[src/rtl/fetch_unit.sv]
`default_nettype none
// ============================================================================
//  Module   : fetch_unit
//  Purpose  : Instruction fetch stage. Owns the PC, handshakes with
//             instruction memory, and handles branch redirects and stalls.
//  Revision : 1.0  initial release
// ============================================================================
module fetch_unit #(
    parameter logic [15:0] RESET_PC = 16'h0000
) (
    input  logic        clk,
    input  logic        reset,
    input  logic        en,
    input  logic        stall,
    input  logic        branch_taken,
    input  logic [15:0] branch_target,
    output logic        mem_req,
    output logic [15:0] mem_addr,
    input  logic        mem_ready,
    input  logic [15:0] mem_rdata,
    output logic [15:0] instr,
    output logic [15:0] instr_pc,
    output logic        instr_valid
);

    typedef enum logic [1:0] {
        IDLE  = 2'd0,
        REQ   = 2'd1,
        DRAIN = 2'd2,
        HOLD  = 2'd3
    } state_t;

    state_t      state_q,      state_d;
    logic [15:0] fetch_pc_q,   fetch_pc_d;
    logic [15:0] drain_addr_q, drain_addr_d;
    logic [15:0] instr_q,      instr_d;
    logic [15:0] instr_pc_q,   instr_pc_d;

    always_ff @(posedge clk or posedge reset) begin
        if (reset) begin
            state_q      <= IDLE;
            fetch_pc_q   <= RESET_PC;
            drain_addr_q <= 16'h0000;
            instr_q      <= 16'h0000;
            instr_pc_q   <= 16'h0000;
        end else begin
            state_q      <= state_d;
            fetch_pc_q   <= fetch_pc_d;
            drain_addr_q <= drain_addr_d;
            instr_q      <= instr_d;
            instr_pc_q   <= instr_pc_d;
        end
    end

    always_comb begin
        state_d      = state_q;
        fetch_pc_d   = fetch_pc_q;
        drain_addr_d = drain_addr_q;
        instr_d      = instr_q;
        instr_pc_d   = instr_pc_q;

        if (branch_taken) begin
            fetch_pc_d = branch_target;
        end

        case (state_q)
            IDLE: begin
                if (en) begin
                    state_d = REQ;
                end
            end
            REQ: begin
                if (branch_taken) begin
                    if (!mem_ready) begin
                        // Request in flight cannot be withdrawn; keep its address.
                        drain_addr_d = fetch_pc_q;
                        state_d      = DRAIN;
                    end
                end else if (mem_ready) begin
                    instr_d    = mem_rdata;
                    instr_pc_d = fetch_pc_q;
                    fetch_pc_d = fetch_pc_q + 16'd1;
                    state_d    = HOLD;
                end
            end
            DRAIN: begin
                // Completion always ends the drain, even alongside a new branch.
                if (mem_ready) begin
                    state_d = en ? REQ : IDLE;
                end
            end
            HOLD: begin
                if (branch_taken || !stall) begin
                    state_d = en ? REQ : IDLE;
                end
            end
            default: begin
                state_d = IDLE;
            end
        endcase
    end

    assign mem_req     = (state_q == REQ) || (state_q == DRAIN);
    assign mem_addr    = (state_q == DRAIN) ? drain_addr_q : fetch_pc_q;
    assign instr_valid = (state_q == HOLD);
    assign instr       = instr_q;
    assign instr_pc    = instr_pc_q;

endmodule
`default_nettype wire

[config.mk]
export PLATFORM = sky130hd
export DESIGN_NAME = fetch_unit
export DESIGN_NICKNAME = d
export VERILOG_FILES = /design/src/rtl/fetch_unit.sv
export SDC_FILE = /design/constraint.sdc
export NUM_CORES = 1
export LEC_CHECK = 0
export CORE_MARGIN = 2
export CORE_UTILIZATION = 35
export DETAILED_ROUTE_END_ITERATION = 16
export HOLD_SLACK_MARGIN = 0.1
export PLACE_DENSITY = 0.73
export SYNTH_ARGS = -nofsm -noshare
export SYNTH_HDL_FRONTEND = slang
export SYNTH_SLANG_ARGS = --single-unit
[constraint.sdc]
create_clock -name clk -period 3.2 [get_ports clk]
set_input_delay 0.64 -clock clk [delete_from_list [all_inputs] [get_ports clk]]
set_output_delay 0.64 -clock clk [all_outputs]
set_load 0.02 [all_outputs]
# Word-level counts from Yosys, hierarchy flattened
# Index checks and enable logic that the tools add are counted.
# word_totals
register_bits,66
inputBits,38
# op_classes
add_sub_neg,1
eq_ne,8
mux,13
n_bitwise,2
reduce_logical,7
# ops
operator,n
$mux 16,5
$add 16x1->16 const B,1
$mux 2,6
$pmux 2 s4,1
$ne 3x3->1 const B,2
$reduce_and 3->1,2
$reduce_and 5->1,1
$eq 2x2->1 const B,2
$ne 2x2->1 const B,2
$eq 2x1->1 const B,1
$logic_not 2->1,1
$logic_or 1x1->1,2
$ne 2x1->1 const B,1
$not 1->1,2
$logic_not 1->1,1
$mux 1,1

# Logic depth before layout (Yosys ltp)
# depth
word_depth,4
ltp_mapped,8
depth_no_buf,6

# Worst setup path after synthesis
# OpenSTA, ideal clock, no wires.
# synth_timing
kind,register to register
startpoint,register state_q[1]
endpoint,register fetch_pc_q[15]
setup_time_ns,0.082
t_arrival_ns,2.168
setup_slack_ns,0.950
path_stages_with_launch,9
n_path_buf,2
synth_period_minus_slack_ns,2.250
path_cell_list,dfrtp_1 -> inv_1 -> ha_1 -> buf_6 -> nand2_1 -> or4_1 -> buf_2 -> or4_1 -> a31oi_1
# synth_via
elab_chain_len,2
# synth_rtl
item,line_no,text
from (decl),33,"state_t state_q, state_d;"
from (signal assigned),47,state_q <= state_d;
$eq 2x1->1,66,case (state_q)
$mux 16,66,
named net fetch_pc_d[15],34,"logic [15:0] fetch_pc_q, fetch_pc_d;"
to (signal assigned),48,fetch_pc_q <= fetch_pc_d;
to (decl),34,
# The timed path passes the listed nets, and every way through them passes these cells.
# A chain may end at the register's enable or synchronous reset.

# Worst setup path in the final report
# layout_timing
startpoint,register state_q[0]
endpoint,output mem_addr[15]
# layout_via
elab_chain_len,2
# layout_rtl
item,line_no,text
$eq 2x2->1,104,assign mem_addr = (state_q == DRAIN) ? drain_addr_q : fetch_pc_q;
$mux 16,104,
to (decl),18,"output logic [15:0] mem_addr,"
# No other way between the ends.

==> results_dict.tcl <==
set metrics [dict create \
    met1_length_mm 3.48 \
    clockBufferDepth 2 \
    setup_viol 0 \
    root_buffer "clkbuf_8" \
    fin_nets 449 \
    r2r-start "state_q[1]" \
    ant_nets 0 \
    firstDrtPassIters 4 \
    dr_wl_met3_um 334 \
    die_w_um 97.8 \
    worstSetupStartpointType "flip-flop" \
    synthArstFlopShare 1.00 \
    die_y_um 97.8 \
    slew_headroom 0.507 \
    period_needed_ns 2.91 \
    crit_arrival_ns 2.27 \
    yosysWarnings 0 \
    ys_seq_area_frac 0.536 \
    total_leakage_power_uw 0.00192 \
    cp_cell_sequence "inv_1 > ha_1 > buf_4 > mux2_2 > clkdlybuf4s50_1" \
    fp-row-count 34 \
    met2_length_mm 3.44 \
    ys_ff_latch 66 \
    synth.avg_cell_area_um2 9.75 \
    initial_core_util 0.357 \
    drv_slew 0 \
    worstSetupPathType "flip-flop to output pin" \
    synth.cell_area_um2 3080 \
    io_buffer_count 87 \
    whs_ns 0.477 \
    rsz0062_at_grt "false" \
    place.gp.congestion 0.829 \
    highest_layer "met4" \
    cp_data_required_time_ns 2.56 \
    slowest_stage "clkdlybuf4s50_1" \
    cts_resized 0 \
    ys.flop_type "dfrtp_1" \
    postPlaceCellArea_um2 4090 \
    post-route-worst-setup-slack_ns 0.287 \
    max-vdd-ir-drop_v 0.000437 \
    synth_edf_count 0 \
    finalCritPeriodShare 0.910 \
    clk_latency_ns 0.34 \
    antenna_found_initial 0 \
    status "finished, final reports clean" \
    track_usage 0.160 \
    startpoint "state_q[0]" \
    htree_levels 3 \
    diodes 0 \
    endpoint "mem_addr[15]" \
    grt_pass1_wl_mm 12.3 \
    hpwlAfterDp_mm 5.21 \
    ys_types 37 \
    io_pins 88 \
    viasPerCell 4.83 \
    num_vias 2509 \
    cts_num_sinks 66 \
    routed_wl_mm 7.29 \
    place_worst_setup_slack_ns 0.432 \
    grt_max_degree 39 \
    slowest_delay_ns 0.54 \
    fin_setup_tns_ns 0 \
    numCtsBuffers 9 \
    clock.fmax_mhz 343 \
    cts_hold_buf 0 \
    grt_pass1_vias 2598 \
    endpoint_kind "output pin" \
    cap_violations 0 \
    drc 0 \
    r2r_cells 6 \
    area_delta_synth_final_pct 40.8 \
    core-area_um2 8640 \
    fin_skew_ns 0.00827 \
    p_per_area_nw_per_um2 896 \
    final_area_um2 4340 \
    fin_total_pwr_uw 3890 \
    dieArea_um2 9570 \
    synth_cells 316 \
    hold_viol 0 \
    cts_tree "built" \
    synth.net_count 359 \
    crit_fanout 20 \
    path_clk_slew_ns 0.07 \
    drtIter0Drc 113 \
    reg2reg_to "fetch_pc_q[15]" \
    rrSetupSlack_ns 0.76 \
    grt_overflow 0 \
    hold_class "flip-flop to flip-flop" \
    wl_per_cell_um 14.1 \
    cts_setup_buffers 0 \
    layout-drive-gt1-share 0.141 \
    tightest_slew_ns 0.738 \
    fillers 833 \
]
-- worst min-delay path by stage --
stage / from / endpoint / slack [ns] / cells past startpoint
floorplan: drain_addr_q[10] / drain_addr_q[10] / 0.47 / 1
global placement: instr[1] / instr[1] / 0.46 / 2
detailed placement: instr[8] / instr[8] / 0.46 / 2
CTS: instr[8] / instr[8] / 0.48 / 2
global route: instr[5] / instr[5] / 0.50 / 2
finish: instr[8] / instr[8] / 0.48 / 2
-- layout by cell type, fill, tap and decap left out, drive strengths merged, types with 2 or more instances in the layout --
cell type      synthesis  layout
nand2                108     108
clkdlybuf4s50          0      87
dfrtp                 66      66
mux2                  28      28
o21ai                 19      19
nor2                  10      10
clkbuf                12      10
inv                    9       9
nand3                  8       8
buf                    4       8
ha                     5       5
or4                    4       4
a31oi                  4       4
xnor2                  4       4
o311ai                 3       3
nor3                   3       3
xor2                   3       3
mux2i                  3       3
bufinv                 0       3
nand4                  3       3
nor4                   2       2
o31ai                  2       2
or2                    2       2
or3                    2       2
a221oi                 2       2
a21oi                  2       2
clkinvlp               0       2
clkinv                 1       2
-- power breakdown --
group / internal, uW / switching (uW)
clock: 540 / 329
combinational: 816 / 832
sequential: 1170 / 202
-- sequential cells by signal, summed over array words and instances (netlist names) --
| name | count |
|---|---|
| drain_addr_q | 16 |
| fetch_pc_q | 16 |
| instr | 16 |
| instr_pc | 16 |
| state_q | 2 |
-- synth_stat cells, types with 2 or more instances --
library cell  instances  share of area
o21ai_0              19          0.031
nand2_1             108           0.13
o31ai_1               2         0.0049
nor3_1                3         0.0049
nand4_1               2         0.0041
or3_2                 2         0.0049
nor4_1                2         0.0041
ha_1                  5          0.020
nand3_1               8          0.013
clkbuf_1             11          0.013
a31oi_1               4         0.0081
xor2_1                3         0.0085
mux2i_1               3         0.0097
a21oi_1               2         0.0032
mux2_2               28           0.10
or2_2                 2         0.0041
dfrtp_1              66           0.54
o311ai_0              3         0.0085
or4_1                 4         0.0097
a221oi_1              2         0.0057
inv_1                 9          0.011
xnor2_1               4          0.011
nor2_1               10          0.012
-- routing by layer --
metal / global-route usage / vias to the layer above
met4: 0.0427 / 0
met1: 0.214 / 1193
met2: 0.257 / 64
li1: - / 1248
met5: 0 / -
met3: 0.0444 / 4
-- logic make-up after synthesis --
group / count (synthesis) / synth area share
flops: 66 / 0.536
xor+xnor: 7 / 0.0199
compound gates: 38 / 0.0776
mux: 31 / 0.112
fa+ha+maj: 5 / 0.0203
buf+inv: 26 / 0.0361
simple gates: 143 / 0.198
-- worst max-delay path, delay by kind of cell, from the launching register on --
family,cells,cell delay [ns]
buffers and inverters,3,0.93
DFF,1,0.42
muxes,1,0.38
adders and majority gates,1,0.20
-- per-stage QoR --
stage               instances  utilization
finish                    519        0.502
global route              519        0.502
CTS                       519        0.502
detailed placement        503        0.473
global placement          503        0.473
floorplan                 316            -
-- final cells by class --
| cell class | count | area, um^2 | share of cell area |
|---|---|---|---|
| Timing Repair Buffer | 95 | 943 | 0.217 |
| Multi-Input combinational cell | 224 | 1320 | 0.304 |
| Inverter | 10 | 37.5 | 0.00865 |
| Clock buffer | 10 | 138 | 0.0317 |
| Sequential cell | 66 | 1650 | 0.381 |
| Clock inverter | 6 | 114 | 0.0262 |
| Tap cell | 108 | 135 | 0.0312 |
Power figures use the tool's default switching activity.
